==> config.mk <==
export PLATFORM = sky130hd
export DESIGN_NAME = dbns_greedy_converter_flat
export DESIGN_NICKNAME = d
export VERILOG_FILES = /design/src/rtl/dbns_greedy_converter_if.sv /design/src/rtl/dbns_greedy_converter.sv /design/src/flat_wrapper.sv
export SDC_FILE = /design/constraint.sdc
export NUM_CORES = 1
export LEC_CHECK = 0
export BUFFER_PORTS_ARGS = -buffer_cell sky130_fd_sc_hd__buf_2
export CELL_PAD_IN_SITES_DETAIL_PLACEMENT = 1
export CELL_PAD_IN_SITES_GLOBAL_PLACEMENT = 2
export CORE_MARGIN = 2
export CORE_UTILIZATION = 40
export CTS_CLUSTER_SIZE = 24
export DETAILED_ROUTE_END_ITERATION = 10
export PLACE_DENSITY_LB_ADDON = 0.25
export SYNTH_ARGS = -nofsm -noshare
export SYNTH_HDL_FRONTEND = slang
export SYNTH_SLANG_ARGS = --single-unit
==> constraint.sdc <==
create_clock -name clock -period 5.71 [get_ports clock]
set_input_delay 1.713 -clock clock [delete_from_list [all_inputs] [get_ports clock]]
set_output_delay 1.713 -clock clock [all_outputs]
set_load 0.02 [all_outputs]
==> src/rtl/dbns_greedy_converter_if.sv <==
// rtl/dbns_greedy_converter_if.sv - operand and term stream handshakes of the DBNS greedy converter
interface dbns_greedy_converter_if #(
    parameter int NUM_BITS = 8,
    parameter int MAX_B3   = 2
);
    localparam int A_W = (NUM_BITS > 1) ? $clog2(NUM_BITS) : 1;
    localparam int B_W = ($clog2(MAX_B3 + 1) > 1) ? $clog2(MAX_B3 + 1) : 1;

    logic                in_valid;
    logic                in_ready;
    logic [NUM_BITS-1:0] in_data;
    logic                term_valid;
    logic                term_ready;
    logic [A_W-1:0]      term_exp2;
    logic [B_W-1:0]      term_exp3;
    logic                term_last;

    // master is the converter side, slave is whoever feeds operands and takes terms
    modport master (
        input  in_valid, in_data, term_ready,
        output in_ready, term_valid, term_exp2, term_exp3, term_last
    );
    modport slave (
        output in_valid, in_data, term_ready,
        input  in_ready, term_valid, term_exp2, term_exp3, term_last
    );
endinterface

==> src/rtl/dbns_greedy_converter.sv <==
// rtl/dbns_greedy_converter.sv - sequential greedy binary to 2^a*3^b term converter
module dbns_greedy_converter #(
    parameter int NUM_BITS  = 8,
    parameter int MAX_B3    = 2,
    parameter int MAX_TERMS = 8,
    localparam int A_W = (NUM_BITS > 1) ? $clog2(NUM_BITS) : 1,
    localparam int B_W = ($clog2(MAX_B3 + 1) > 1) ? $clog2(MAX_B3 + 1) : 1,
    localparam int C_W = $clog2(MAX_TERMS + 1)
) (
    input  logic                     clock,
    input  logic                     reset,
    dbns_greedy_converter_if.master  bus,
    output logic                     done,
    output logic [C_W-1:0]           term_count,
    output logic                     overflow,
    output logic [NUM_BITS-1:0]      residue,
    output logic                     busy
);
    localparam int P_W = 64;

    typedef enum logic [1:0] {IDLE, SEARCH, EMIT, FINISH} state_t;

    state_t              state, state_next;
    logic [NUM_BITS-1:0] residue_q, best_val, res_next;
    logic [A_W-1:0]      best_a, cand_a;
    logic [B_W-1:0]      best_b, b_idx;
    logic [C_W-1:0]      count, count_inc;
    logic [P_W-1:0]      p3;
    logic [NUM_BITS-1:0] cand_val;
    logic                cand_ok, last_term, b_end;

    function automatic logic [P_W-1:0] pow3(input logic [B_W-1:0] b);
        logic [P_W-1:0] p;
        p = 64'd1;
        for (int i = 0; i < MAX_B3; i++)
            if (i < int'(b)) p = p * 64'd3;
        return p;
    endfunction

    // Compare 3^b against residue>>a so the shifted power never has to be formed wide
    always_comb begin
        p3      = pow3(b_idx);
        cand_ok = 1'b0;
        cand_a  = '0;
        for (int a = 0; a < NUM_BITS; a++) begin
            if (P_W'(residue_q >> a) >= p3) begin
                cand_ok = 1'b1;
                cand_a  = A_W'(a);
            end
        end
        cand_val = p3[NUM_BITS-1:0] << cand_a;
    end

    assign res_next  = residue_q - best_val;
    assign count_inc = count + C_W'(1);
    assign last_term = (res_next == '0) || (count_inc == C_W'(MAX_TERMS));
    assign b_end     = (b_idx == B_W'(MAX_B3));

    always_ff @(posedge clock or posedge reset) begin
        if (reset) state <= IDLE;
        else       state <= state_next;
    end

    always_comb begin
        state_next = state;
        case (state)
            IDLE:    if (bus.in_valid) state_next = (bus.in_data != '0) ? SEARCH : FINISH;
            SEARCH:  if (b_end) state_next = EMIT;
            EMIT:    if (bus.term_ready) state_next = last_term ? FINISH : SEARCH;
            default: state_next = IDLE;
        endcase
    end

    always_comb begin
        bus.in_ready   = (state == IDLE);
        bus.term_valid = (state == EMIT);
        bus.term_exp2  = (state == EMIT) ? best_a : '0;
        bus.term_exp3  = (state == EMIT) ? best_b : '0;
        bus.term_last  = (state == EMIT) && last_term;
        done           = (state == FINISH);
        busy           = (state != IDLE);
    end

    always_ff @(posedge clock or posedge reset) begin
        if (reset) begin
            residue_q  <= '0;
            best_val   <= '0;
            best_a     <= '0;
            best_b     <= '0;
            b_idx      <= '0;
            count      <= '0;
            term_count <= '0;
            overflow   <= 1'b0;
            residue    <= '0;
        end else begin
            case (state)
                IDLE: if (bus.in_valid) begin
                    residue_q  <= bus.in_data;
                    count      <= '0;
                    term_count <= '0;
                    overflow   <= 1'b0;
                    residue    <= '0;
                    b_idx      <= '0;
                    best_val   <= '0;
                end
                SEARCH: begin
                    // values 2^a*3^b are unique, so strict greater-than never hides a tie
                    if (cand_ok && cand_val > best_val) begin
                        best_val <= cand_val;
                        best_a   <= cand_a;
                        best_b   <= b_idx;
                    end
                    b_idx <= b_end ? '0 : b_idx + B_W'(1);
                end
                EMIT: if (bus.term_ready) begin
                    residue_q <= res_next;
                    count     <= count_inc;
                    best_val  <= '0;
                    b_idx     <= '0;
                    if (last_term) begin
                        overflow   <= (res_next != '0);
                        residue    <= res_next;
                        term_count <= count_inc;
                    end
                end
                default: ;
            endcase
        end
    end
endmodule

==> src/flat_wrapper.sv <==
// flat-port wrapper written by rule: the top's interface ports become plain ports
module dbns_greedy_converter_flat 
#(
    parameter int NUM_BITS  = 8,
    parameter int MAX_B3    = 2,
    parameter int MAX_TERMS = 8,
    localparam int A_W = (NUM_BITS > 1) ? $clog2(NUM_BITS) : 1,
    localparam int B_W = ($clog2(MAX_B3 + 1) > 1) ? $clog2(MAX_B3 + 1) : 1,
    localparam int C_W = $clog2(MAX_TERMS + 1)
)
  (clock, reset, done, term_count, overflow, residue, busy, bus_in_valid, bus_in_data, bus_term_ready, bus_in_ready, bus_term_valid, bus_term_exp2, bus_term_exp3, bus_term_last);
  dbns_greedy_converter_if #(.NUM_BITS(NUM_BITS), .MAX_B3(MAX_B3)) bus_i ();
  input  logic clock;
  input  logic reset;
  output logic done;
  output logic [C_W-1:0] term_count;
  output logic overflow;
  output logic [NUM_BITS-1:0] residue;
  output logic busy;
  input wire logic [$bits(bus_i.in_valid)-1:0] bus_in_valid;
  input wire logic [$bits(bus_i.in_data)-1:0] bus_in_data;
  input wire logic [$bits(bus_i.term_ready)-1:0] bus_term_ready;
  output wire logic [$bits(bus_i.in_ready)-1:0] bus_in_ready;
  output wire logic [$bits(bus_i.term_valid)-1:0] bus_term_valid;
  output wire logic [$bits(bus_i.term_exp2)-1:0] bus_term_exp2;
  output wire logic [$bits(bus_i.term_exp3)-1:0] bus_term_exp3;
  output wire logic [$bits(bus_i.term_last)-1:0] bus_term_last;
  assign bus_i.in_valid = bus_in_valid;
  assign bus_i.in_data = bus_in_data;
  assign bus_i.term_ready = bus_term_ready;
  assign bus_in_ready = bus_i.in_ready;
  assign bus_term_valid = bus_i.term_valid;
  assign bus_term_exp2 = bus_i.term_exp2;
  assign bus_term_exp3 = bus_i.term_exp3;
  assign bus_term_last = bus_i.term_last;
  dbns_greedy_converter #(.NUM_BITS(NUM_BITS), .MAX_B3(MAX_B3), .MAX_TERMS(MAX_TERMS)) u_core (.clock(clock), .reset(reset), .bus(bus_i), .done(done), .term_count(term_count), .overflow(overflow), .residue(residue), .busy(busy));
endmodule
# Word-level counts from Yosys, hierarchy flattened
# Cells that the tools add are included.
op_classes:
  add_sub_neg: 3
  shifts: 1
  eq_ne: 10
  multipliers: 1
  n_reduce_logical: 16
  n_mux: 49
  order_cmp: 11
ops:
  columns: ["cell", "n"]
  rows:
  - ["$ge 1x64->1", 1]
  - ["$ge 2x64->1", 1]
  - ["$ge 3x64->1", 1]
  - ["$ge 4x64->1", 1]
  - ["$ge 5x64->1", 1]
  - ["$ge 6x64->1", 1]
  - ["$ge 7x64->1", 1]
  - ["$ge 8x64->1", 1]
  - ["$mux 64", 1]
  - ["$mux 8", 7]
  - ["$pmux 8 s2", 2]
  - ["$pmux 8 s3", 1]
  - ["$mux 3", 7]
  - ["$mux 2", 10]
  - ["$mux 4", 4]
  - ["$pmux 4 s2", 2]
  - ["$reduce_bool 8->1", 2]
  - ["$mux 1", 12]
  - ["$pmux 2 s3", 2]
  - ["$reduce_and 3->1", 3]
  - ["$gt 8x8->1", 1]
  - ["$logic_not 8->1", 1]
  - ["$reduce_and 4->1", 2]
  - ["$shl 8x3->8", 1]
  - ["17 further kinds", 25]
totals:
  ff_bits: 42
  word_cells: 101
  out_inout_bits: 23

# Logic depth before layout (Yosys ltp)
# Gate-level depths: netlist of run 1.
logic_depth:
  depth_word: 17
  depth_mapped: 18
  mapped_depth_nobuf: 16

# Least setup slack after synthesis of run 1
# OpenSTA, ideal clock, no wires.
synth_timing:
  kind: "register to output"
  startpoint: "reg u_core.best_val[0]"
  endpoint: "out bus_term_last"
  stages_incl_launch_ff: 9
  slack_ns: 1.759
  arrival_time_ns: 2.238
  required_time_ns: 3.997
  cell_sequence: "dfrtp_1 > ha_1 > fa_1 > nand2b_1 > a21o_1 > a211oi_1 > and2_1 > a31oi_2 > nor2_1"
synth_between:
  elab_chain_len: 4
synth_lines:
  columns: ["item", "line", "rtl"]
  rows:
  - ["start: declaration", "dbns_greedy_converter.sv:24", "logic [NUM_BITS-1:0] residue_q, best_val, res_next;"]
  - ["start signal: assignment", "dbns_greedy_converter.sv:109", "best_val <= cand_val;"]
  - ["$sub 8x8->8", "dbns_greedy_converter.sv:54", "assign res_next = residue_q - best_val;"]
  - ["$logic_not 8->1", "dbns_greedy_converter.sv:56", "assign last_term = (res_next == '0) || (count_inc == C_W'(MAX_TERMS));"]
  - ["$logic_or 1x1->1", "dbns_greedy_converter.sv:56", null]
  - ["$logic_and 1x1->1", "dbns_greedy_converter.sv:79", "bus.term_last = (state == EMIT) && last_term;"]
  - ["end: declaration", "flat_wrapper.sv:27", "output wire logic [$bits(bus_i.term_last)-1:0] bus_term_last;"]
# No other way between the ends.

# Final worst setup path of run 1
layout_timing:
  startpoint: "reg u_core.residue_q[5]"
  endpoint: "out bus_term_last"
layout_between:
  elab_chain_len: 4
layout_lines:
  columns: ["item", "line", "rtl"]
  rows:
  - ["start: declaration", "dbns_greedy_converter.sv:24", null]
  - ["start signal: assignment", "dbns_greedy_converter.sv:98", "residue_q <= bus.in_data;"]
  - ["start signal: assignment", "dbns_greedy_converter.sv:116", "residue_q <= res_next;"]
  - ["$sub 8x8->8", "dbns_greedy_converter.sv:54", null]
  - ["$logic_not 8->1", "dbns_greedy_converter.sv:56", null]
  - ["$logic_or 1x1->1", "dbns_greedy_converter.sv:56", null]
  - ["$logic_and 1x1->1", "dbns_greedy_converter.sv:79", null]
# No other way between the ends.

==> reports/qor.json, run 1 <==
{
  "clock_tree": {
    "clk_sinks": 42,
    "post-cts-setup-buffers": 0,
    "cts_resized": 0,
    "cts_inserted_buffers": 5,
    "max_buffers_root_to_sink": 2,
    "clk_lat_worst_skew_ns": 0.31,
    "cts_hold_buf": 0,
    "clock_tree.htree_level_count": 2,
    "cts_root_buffer": "clkbuf_8",
    "clkSlewWorstSetupHoldPaths_ns": 0.09,
    "clock_tree_from_tritoncts": "yes"
  },
  "grt": {
    "grt_pass1_vias": 2730,
    "grtUsageMet3_pct": 2.96,
    "grt_busiest_layer": "met2",
    "grt_util_overall_pct": 21.1,
    "global_route.usage.met2_pct": 37.0,
    "pin_count_of_the_biggest_net_entering_global_routing": 43,
    "antenna_found_initial": 0,
    "grt_util_met1_pct": 28.2,
    "global_route.overflow_total": 0,
    "grt_pass1_wl_um": 14100
  },
  "worst_setup_path": {
    "path_class": "reg -> out",
    "crit_path_top_delay_cell": "dfrtp_1",
    "r2r_start": "u_core.b_idx[1]",
    "cpPeakStageDelay_ns": 0.53,
    "critPathTopFamily": "compound AO/OA/AOI/OAI gates",
    "r2r-end": "u_core.best_a[1]",
    "crit_path_max_fanout": 9,
    "kind_of_end_point_of_the_critical_path": "primary output",
    "timing.reg2reg.setup_slack_ns": 1.58,
    "depth_of_the_most_critical_reg_to_reg_path": 15,
    "total_stage_count_of_the_critical_path": 8,
    "critical_path.startpoint_type": "register",
    "critical_path_arrival_ns": 2.89,
    "crit_chain": "ha_1 -> inv_1 -> a311o_1 -> a311oi_2 -> and2_1 -> a31oi_2 -> nor2_1 -> buf_2",
    "cp-endpoint": "bus_term_last",
    "worst-endpoint-required_ns": 4.00,
    "worst_setup_path_startpoint": "u_core.residue_q[5]",
    "worst-path-buf-inv": 2
  },
  "logic_synthesis": {
    "mappedNetlistArea_sq_um": 3110,
    "synth_nets": 375,
    "yosys_cell_types": 61,
    "synth_area_leader": "dfrtp_1",
    "synthXorXnorAreaFrac_pct": 2.54,
    "avgSynthCellArea_sq_um": 9.14,
    "edff_count_synth": 0,
    "largest_family_of_logic_cells_by_synthesized_area": "compound AO/OA/AOI/OAI gates",
    "synth_top_flop_cell": "dfrtp_1",
    "yosys_register_bits": 42,
    "yosys.area_share.adder_pct": 9.50,
    "syn-instance-count": 340,
    "synthMuxAreaShare_pct": 6.28,
    "synthSimpleGateAreaFrac_pct": 19.6,
    "post_synth_main_area_contributors": "dfrtp_1, ha_1, mux2_4",
    "asyncSetResetFlopFracSynth_pct": 100,
    "synth_largest_type_area_fraction_pct": 33.8,
    "synth.yosys.warnings": 0,
    "sequential_share_of_the_synthesized_area_pct": 33.8,
    "synth_compound_gate_area_share_pct": 23.6
  },
  "floorplan": {
    "die_area_sq_um": 8490,
    "chipWidth_um": 92.1,
    "initial_core_util_pct": 40.8,
    "std_cell_rows": 32,
    "chipHeight_um": 92.1,
    "ioPinCount": 35,
    "core_region_area_sq_um": 7610
  },
  "sta": {
    "max_freq_mhz": 217,
    "finalHoldViolations": 0,
    "final.setup_skew_ns": 0.0119,
    "rsz0062_at_grt": "false",
    "layout_min_cycle_time_ns": 4.60,
    "worst_pin_slew_ns": 1.19,
    "setup_viol_count_final": 0,
    "fin_setup_tns_ns": 0,
    "slew_violations": 0,
    "layout_worst_path_cycle_share_pct": 80.6,
    "relSlewSlack_pct": 20.1
  },
  "detailed_routing": {
    "detail_route.drc_violations": 0,
    "route.detailed.wl_per_inst_um": 17.8,
    "drt_iter0_markers": 78,
    "drtPass1Iterations": 4,
    "detailroute.via_count": 2617,
    "vias_per_cell": 5.53,
    "ant_nets": 0,
    "totalWireLength_um": 8400
  },
  "final_layout": {
    "fin_nets": 405,
    "area_growth_from_synthesis_to_layout_pct": 10.9,
    "drive_gt1_share_pct": 20.2,
    "finish.utilization_pct": 45.3,
    "num_antenna_cells": 0,
    "postLayoutCellArea_sq_um": 3450
  },
  "hold_path": {
    "worst_hold_path_type": "reg -> reg",
    "hold_path_startpoint": "u_core.term_count[0]"
  },
  "placed_design": {
    "placement.cell_area_sq_um": 3360,
    "place.port_buffers": 34,
    "place.detailed.hpwl_um": 6420,
    "routabilityCongestion": 0.865
  },
  "outcome": {
    "outcome": "completed"
  },
  "power": {
    "p_leak_nw": 1.67,
    "max-vdd-ir-drop_mv": 0.218,
    "power_density_nw_per_um2": 670,
    "power.total_mw": 2.31
  },
  "flow_run": {
    "drv_cap": 0
  }
}
-- sequential cells by signal, indices dropped and copies added, names as in the netlist, 2 cells and up --
| register | cells |
|---|---|
| u_core.best_b | 2 |
| u_core.count | 4 |
| u_core.best_a | 3 |
| u_core.state | 2 |
| u_core.b_idx | 2 |
| u_core.best_val | 8 |
| u_core.residue | 8 |
| u_core.term_count | 4 |
| u_core.residue_q | 8 |
-- cell usage in the layout (no fill, tap or decap), types with 5 or more instances in the layout --
cell type  Yosys  routed
mux2_4         8       8
nand2b_1       5       5
dfrtp_1       42      42
clkbuf_8       0       5
o21ai_0       23      23
a22o_1         6       6
xor2_1         5       5
nand2_1       27      27
nor2b_1        6       6
nor2_1        32      32
buf_2          3      34
o2bb2ai_1      6       6
a21o_1         7       7
nand3_1        8       8
a21oi_1       19      19
o211ai_1       6       6
nor3_1         7       7
ha_1          22      22
and2_1         7       7
inv_1         20      19
-- cell families after synthesis --
kind of cell / Yosys count
adders and majority gates: 23
xor gates and xnor gates: 9
buffers and inverters: 34
muxes: 15
AOI/OAI and AO/OA: 99
and+or+nand+nor: 118
DFF: 42
-- worst register-to-register path, stage by stage (launching register included) --
cell	delay [ns]
dfrtp_1	0.63
inv_1	0.20
ha_1	0.26
a31oi_1	0.20
o31ai_2	0.16
or2_2	0.34
a22oi_1	0.35
nor3_1	0.09
mux2_2	0.29
ha_1	0.30
o211ai_1	0.08
a21oi_1	0.15
nor2_1	0.06
a21oi_1	0.25
o41ai_4	0.30
mux2_4	0.38
-- cell type report --
cell class | count | area [sq um]
tap | 102 | 128
timing repair buffer | 36 | 185
clock inverter | 3 | 21.3
fill | 912 | 4160
inverter | 21 | 78.8
sequential | 42 | 1050
clock buffer | 5 | 68.8
multi-input combinational | 264 | 1910
-- routing by layer --
layer | vias to the layer above | wire length, um
met2 | 35 | 4100
met4 | 0 | 39
met1 | 1289 | 4060
li1 | 1289 | -
met3 | 4 | 200
met5 | - | 0
-- Yosys cell counts (all sizes together), types with 5 or more instances --
| library cell | count |
|---|---|
| or2 | 5 |
| nor2 | 32 |
| nand2b | 5 |
| buf | 5 |
| a21o | 7 |
| o2bb2ai | 6 |
| inv | 20 |
| o211ai | 6 |
| nor3 | 7 |
| o31ai | 5 |
| a21oi | 19 |
| nor2b | 6 |
| o21ai | 23 |
| xor2 | 5 |
| and2 | 9 |
| mux2 | 12 |
| nand3 | 8 |
| a22o | 7 |
| nand2 | 27 |
| clkbuf | 8 |
| ha | 22 |
| dfrtp | 42 |
-- where the power goes --
part	internal, mW	switching (mW)	total [mW]
Clock	0.0862	0.121	0.208
Combinational	0.699	0.907	1.61
Sequential	0.373	0.121	0.495
Total	1.16	1.15	2.31
-- metrics by stage --
stage,hold slack (ns),std cells,worst slack [ns]
finish,0.488,473,1.11
CTS,0.490,473,1.09
global placement,0.460,465,1.47
detailed placement,0.465,465,1.44
floorplan,0.470,340,1.76
global route,0.517,473,0.926
-- worst min-delay path by stage --
stage                            to  slack (ns)  cells after the start
2_1_floorplan      u_core.best_a[0]        0.47                      1
3_3_place_gp      u_core.residue[2]        0.46                      1
3_5_place_dp   u_core.term_count[2]        0.47                      1
4_1_cts        u_core.term_count[2]        0.49                      1
5_1_grt           u_core.residue[2]        0.52                      1
6_report       u_core.term_count[0]        0.49                      1
Note: power is estimated with default switching activity, not from simulation.
==> run 2, diff against run 1 <==
--- a/config.mk
+++ b/config.mk
@@ -5,11 +5,12 @@
 export SDC_FILE = /design/constraint.sdc
 export NUM_CORES = 1
 export LEC_CHECK = 0
+export ABC_AREA = 1
 export BUFFER_PORTS_ARGS = -buffer_cell sky130_fd_sc_hd__buf_2
 export CELL_PAD_IN_SITES_DETAIL_PLACEMENT = 1
 export CELL_PAD_IN_SITES_GLOBAL_PLACEMENT = 2
 export CORE_MARGIN = 2
-export CORE_UTILIZATION = 40
+export CORE_UTILIZATION = 33
 export CTS_CLUSTER_SIZE = 24
 export DETAILED_ROUTE_END_ITERATION = 10
 export PLACE_DENSITY_LB_ADDON = 0.25
==> constraint.sdc (replaced) <==
create_clock -name clock -period 4.35 [get_ports clock]
set_input_delay 1.305 -clock clock [delete_from_list [all_inputs] [get_ports clock]]
set_output_delay 1.305 -clock clock [all_outputs]
set_load 0.02 [all_outputs]
==> run 2 against run 1 <==
  * Synthesized cell count rose by 19%
  * Die area rose by 15%
  * Register-to-register slack lost 1.1 ns
==> reports/qor.json, run 2 <==
{
  "sta": {
    "layout_setup_ws": {"value": 0.341, "unit": "ns", "change": "-0.769 ns"},
    "worst_hold_slack": {"value": 0.473, "unit": "ns", "change": "-0.0142 ns"},
    "fin_setup_tns": {"value": 0, "unit": "ns", "change": "unchanged"},
    "layout_worst_path_cycle_share_pct": 92.2,
    "rsz0062_at_grt": "false",
    "slew_violations": {"value": 0, "change": "unchanged"},
    "relSlewSlack": {"value": 53.4, "unit": "%", "change": "+33 points"},
    "finalHoldViolations": {"value": 0, "change": "unchanged"},
    "max_freq_mhz": 249,
    "worst_pin_slew": {"value": 0.699, "unit": "ns", "change": "-0.495 ns"},
    "layout_min_cycle_time_ns": 4.01,
    "setup_viol_count_final": {"value": 0, "change": "unchanged"},
    "final.setup_skew": {"value": 0.00539, "unit": "ns", "change": "-0.00652 ns"}
  },
  "logic_synthesis": {
    "edff_count_synth": {"value": 0, "change": "unchanged"},
    "synthMuxAreaShare": {"value": 0, "unit": "%", "change": "-6.3 points"},
    "sequential_share_of_the_synthesized_area": {"value": 35.6, "unit": "%", "change": "+1.7 points"},
    "avgSynthCellArea": {"value": 7.28, "unit": "sq um", "change": "-20%"},
    "synth.yosys.warnings": {"value": 0, "change": "unchanged"},
    "yosys_register_bits": {"value": 42, "change": "unchanged"},
    "synthSimpleGateAreaFrac": {"value": 33.6, "unit": "%", "change": "+14 points"},
    "yosys.area_share.adder": {"value": 10.0, "unit": "%", "change": "+0.49 points"},
    "synthXorXnorAreaFrac": {"value": 2.37, "unit": "%", "change": "-0.17 points"},
    "synth_nets": {"value": 441, "change": "+18%"},
    "synth_top_flop_cell": "dfrtp_1",
    "synth_largest_type_area_fraction": {"value": 35.6, "unit": "%", "change": "+1.7 points"},
    "synth_compound_gate_area_share": {"value": 9.61, "unit": "%", "change": "-14 points"},
    "post_synth_main_area_contributors": "dfrtp_1, nand2_1, ha_1",
    "synthTopCellsByCount": "nand2_1, inv_1, dfrtp_1, nor2_1, nand3_1",
    "post-synth-top-count-cell": "nand2_1",
    "mappedNetlistArea": {"value": 2950, "unit": "sq um", "change": "-4.9%"},
    "syn-instance-count": {"value": 406, "change": "+19%"},
    "largest_family_of_logic_cells_by_synthesized_area": "simple AND/OR/NAND/NOR gates",
    "synth_area_leader": "dfrtp_1",
    "asyncSetResetFlopFracSynth": {"value": 100, "unit": "%", "change": "unchanged"},
    "yosys_cell_types": {"value": 38, "change": "-38%"}
  },
  "clock_tree": {
    "clk_lat_worst_skew": {"value": 0.30, "unit": "ns", "change": "about the same"},
    "clock_tree_from_tritoncts": "yes",
    "clock_tree.htree_level_count": {"value": 2, "change": "unchanged"},
    "cts_root_buffer": "clkbuf_8",
    "max_buffers_root_to_sink": {"value": 2, "change": "unchanged"},
    "clk_sinks": {"value": 42, "change": "unchanged"},
    "clkSlewWorstSetupHoldPaths": {"value": 0.09, "unit": "ns", "change": "about the same"},
    "cts_inserted_buffers": {"value": 5, "change": "unchanged"}
  },
  "worst_setup_path": {
    "r2r_start": "u_core.b_idx[1]",
    "crit_path_top_delay_cell": "dfrtp_1",
    "critical_path_arrival": {"value": 2.70, "unit": "ns", "change": "-0.19 ns"},
    "worst-endpoint-required": {"value": 3.04, "unit": "ns", "change": "-0.96 ns"},
    "r2r-end": "u_core.best_val[1]",
    "kind_of_end_point_of_the_critical_path": "primary output",
    "worst_setup_path_startpoint": "u_core.best_val[0]",
    "cpPeakStageDelay": {"value": 0.42, "unit": "ns", "change": "-0.11 ns"},
    "critical_path.startpoint_type": "register",
    "path_class": "reg -> out",
    "crit_path_max_fanout": {"value": 3, "change": "-6"},
    "timing.reg2reg.setup_slack": {"value": 0.47, "unit": "ns", "change": "-1.11 ns"},
    "crit_chain": "ha_1 -> fa_1 -> o21ai_0 -> nand2_1 -> nand2_1 -> a21oi_1 -> xor2_1 -> nand3_1 -> nand2_1 -> nand2_1 -> inv_1 -> buf_2",
    "path_common_cell": "nand2_1",
    "depth_of_the_most_critical_reg_to_reg_path": {"value": 22, "change": "+7"},
    "cp-endpoint": "bus_term_last"
  },
  "power": {
    "combinationalPowerShare": {"value": 67.0, "unit": "%", "change": "-2.6 points"},
    "power.total": {"value": 2.84, "unit": "mW", "change": "+23%"},
    "switching_share": {"value": 54.7, "unit": "%", "change": "+4.9 points"},
    "max-vdd-ir-drop": {"value": 0.322, "unit": "mV", "change": "+48%"},
    "p_leak": {"value": 1.79, "unit": "nW", "change": "+7.1%"},
    "cellInternalPower": {"value": 1.29, "unit": "mW", "change": "+11%"},
    "share_clk_of_total_power": {"value": 9.7, "unit": "%", "change": "+0.7 points"},
    "power_density": {"value": 854, "unit": "nW/um^2", "change": "+27%"},
    "seq_power_share": {"value": 23.3, "unit": "%", "change": "+1.9 points"},
    "power.net_switching": {"value": 1.55, "unit": "mW", "change": "+35%"}
  },
  "detailed_routing": {
    "route.detailed.wl_per_inst": {"value": 15.1, "unit": "um", "change": "-15%"},
    "detailroute.via_count": {"value": 2710, "change": "+3.6%"},
    "detail_route.drc_violations": {"value": 0, "change": "unchanged"},
    "drt_iter0_markers": {"value": 106, "change": "+36%"},
    "drtPass1Iterations": {"value": 4, "change": "unchanged"},
    "vias_per_cell": {"value": 4.93, "change": "-11%"},
    "totalWireLength": {"value": 8330, "unit": "um", "change": "-0.88%"},
    "ant_nets": {"value": 0, "change": "unchanged"}
  },
  "grt": {
    "grt_pass1_vias": {"value": 2720, "change": "-0.37%"},
    "pin_count_of_the_biggest_net_entering_global_routing": {"value": 43, "change": "unchanged"},
    "global_route.overflow_total": {"value": 0, "change": "unchanged"},
    "grt_pass1_wl": {"value": 14200, "unit": "um", "change": "+1.2%"},
    "grt_util_overall": {"value": 18.4, "unit": "%", "change": "-2.7 points"},
    "antenna_found_initial": {"value": 0, "change": "unchanged"}
  },
  "floorplan": {
    "std_cell_rows": {"value": 34, "change": "+6.3%"},
    "chipWidth": {"value": 98.6, "unit": "um", "change": "+7.0%"},
    "chipHeight": {"value": 98.6, "unit": "um", "change": "+7.0%"},
    "ioPinCount": {"value": 35, "change": "unchanged"},
    "die_area": {"value": 9720, "unit": "sq um", "change": "+15%"},
    "initial_core_util": {"value": 33.9, "unit": "%", "change": "-7.0 points"},
    "core_region_area": {"value": 8720, "unit": "sq um", "change": "+15%"}
  },
  "placed_design": {
    "place.port_buffers": {"value": 34, "change": "unchanged"},
    "placed_cells_incl_taps": {"value": 542, "change": "+17%"},
    "routabilityCongestion": {"value": 0.850, "change": "-1.7%"},
    "place.detailed.hpwl": {"value": 6810, "unit": "um", "change": "+6.0%"},
    "pre_cts_ws": {"value": 0.355, "unit": "ns", "change": "-1.08 ns"}
  },
  "final_layout": {
    "drive_gt1_share": {"value": 15.6, "unit": "%", "change": "-4.6 points"},
    "num-fill-cells": {"value": 1120, "change": "+23%"},
    "mostFrequentLayoutCells": "nand2_1, inv_1, dfrtp_1",
    "biggest_registers_after_layout": "u_core.best_val (8), u_core.residue (8), u_core.residue_q (8)",
    "most_common_cell_after_layout_fill_and_taps_aside": "nand2_1",
    "fin_nets": {"value": 476, "change": "+18%"},
    "area_growth_from_synthesis_to_layout_pct": 12.7,
    "instances_no_fill": {"value": 550, "change": "+16%"},
    "num_antenna_cells": {"value": 0, "change": "unchanged"}
  },
  "flow_run": {
    "drv_cap": {"value": 0, "change": "unchanged"}
  },
  "hold_path": {
    "worst_hold_path_type": "reg -> reg",
    "hold_path_startpoint": "u_core.residue[0]"
  },
  "outcome": {
    "outcome": "completed"
  }
}
[run 2: changes by cell type in the layout (fill, tap and decap cells not counted), sizes merged, moves of 9 or more]
cell,before,now
nand2,27,124
inv,19,54
nand3,8,34
mux2,12,0
nor2,32,41
nand4,3,12
[run 2: final cells by class]
class	instances	area [sq um]	share of cell area, %
clock buffers	7	86.3	2.59
flip-flops and latches	42	1050	31.6
clock inverters	1	8.76	0.263
multi-input cells	300	1640	49.4
repair buffers	37	193	5.79
inverters	55	209	6.28
well taps	108	135	4.06
[run 2: repair_timing]
action | in CTS | in global routing
hold buffers | 0 | 0
buffers inserted | 0 | 0
endpoints found under the hold margin | 0 | 0
endpoints found under the setup margin | 0 | 6
gates resized for setup | 0 | 1
[run 2: critical path: cells and delay by family (launching register included)]
kind	cells	cell delay, ns
adders and majority gates	2	0.64
xor gates and xnor gates	1	0.19
AOI/OAI and AO/OA	2	0.36
and+or+nand+nor	5	0.56
DFF	1	0.42
buffers and inverters	2	0.23
[run 2: worst min-delay path by stage]
stage | end | cells past startpoint | slack, ns
floorplan | u_core.best_val[2] | 2 | 0.45
global placement | u_core.residue[2] | 2 | 0.45
detailed placement | u_core.term_count[1] | 2 | 0.46
CTS | u_core.term_count[1] | 2 | 0.48
global route | u_core.term_count[2] | 2 | 0.51
finish | u_core.residue[0] | 2 | 0.47
[run 2: routing by layer]
layer	up-vias	GRT usage [%]	wire [um]
met4	0	4.32	82
met5	-	0	0
met2	30	28.7	3820
li1	1379	-	-
met1	1294	27.2	4240
met3	7	2.41	180
[run 2: stage by stage]
stage | util [%] | cell area [sq um]
final | 38.2 | 3330
after global routing | 38.2 | 3330
after CTS | 38.1 | 3330
after detailed placement | 37.1 | 3230
after global placement | 37.1 | 3230
after floorplan | - | 2950
[run 2: power groups by stage]
stage	clock network (mW)	registers, mW	logic (mW)
global placement	0	0.665	1.89
floorplan	0	0.638	1.46
global route	0.302	0.681	2.20
finish	0.277	0.661	1.90
CTS	0.288	0.661	1.93
detailed placement	0	0.669	1.92
[run 2: logic make-up (layout without fill, tap and decap cells)]
logic type	count (synthesis)	count (layout)
AND/OR/NAND/NOR	221	221
buffers and inverters	64	100
AO/OA/AOI/OAI	48	48
flip-flops	42	42
adder cells (fa/ha/maj)	23	23
XOR/XNOR	8	8
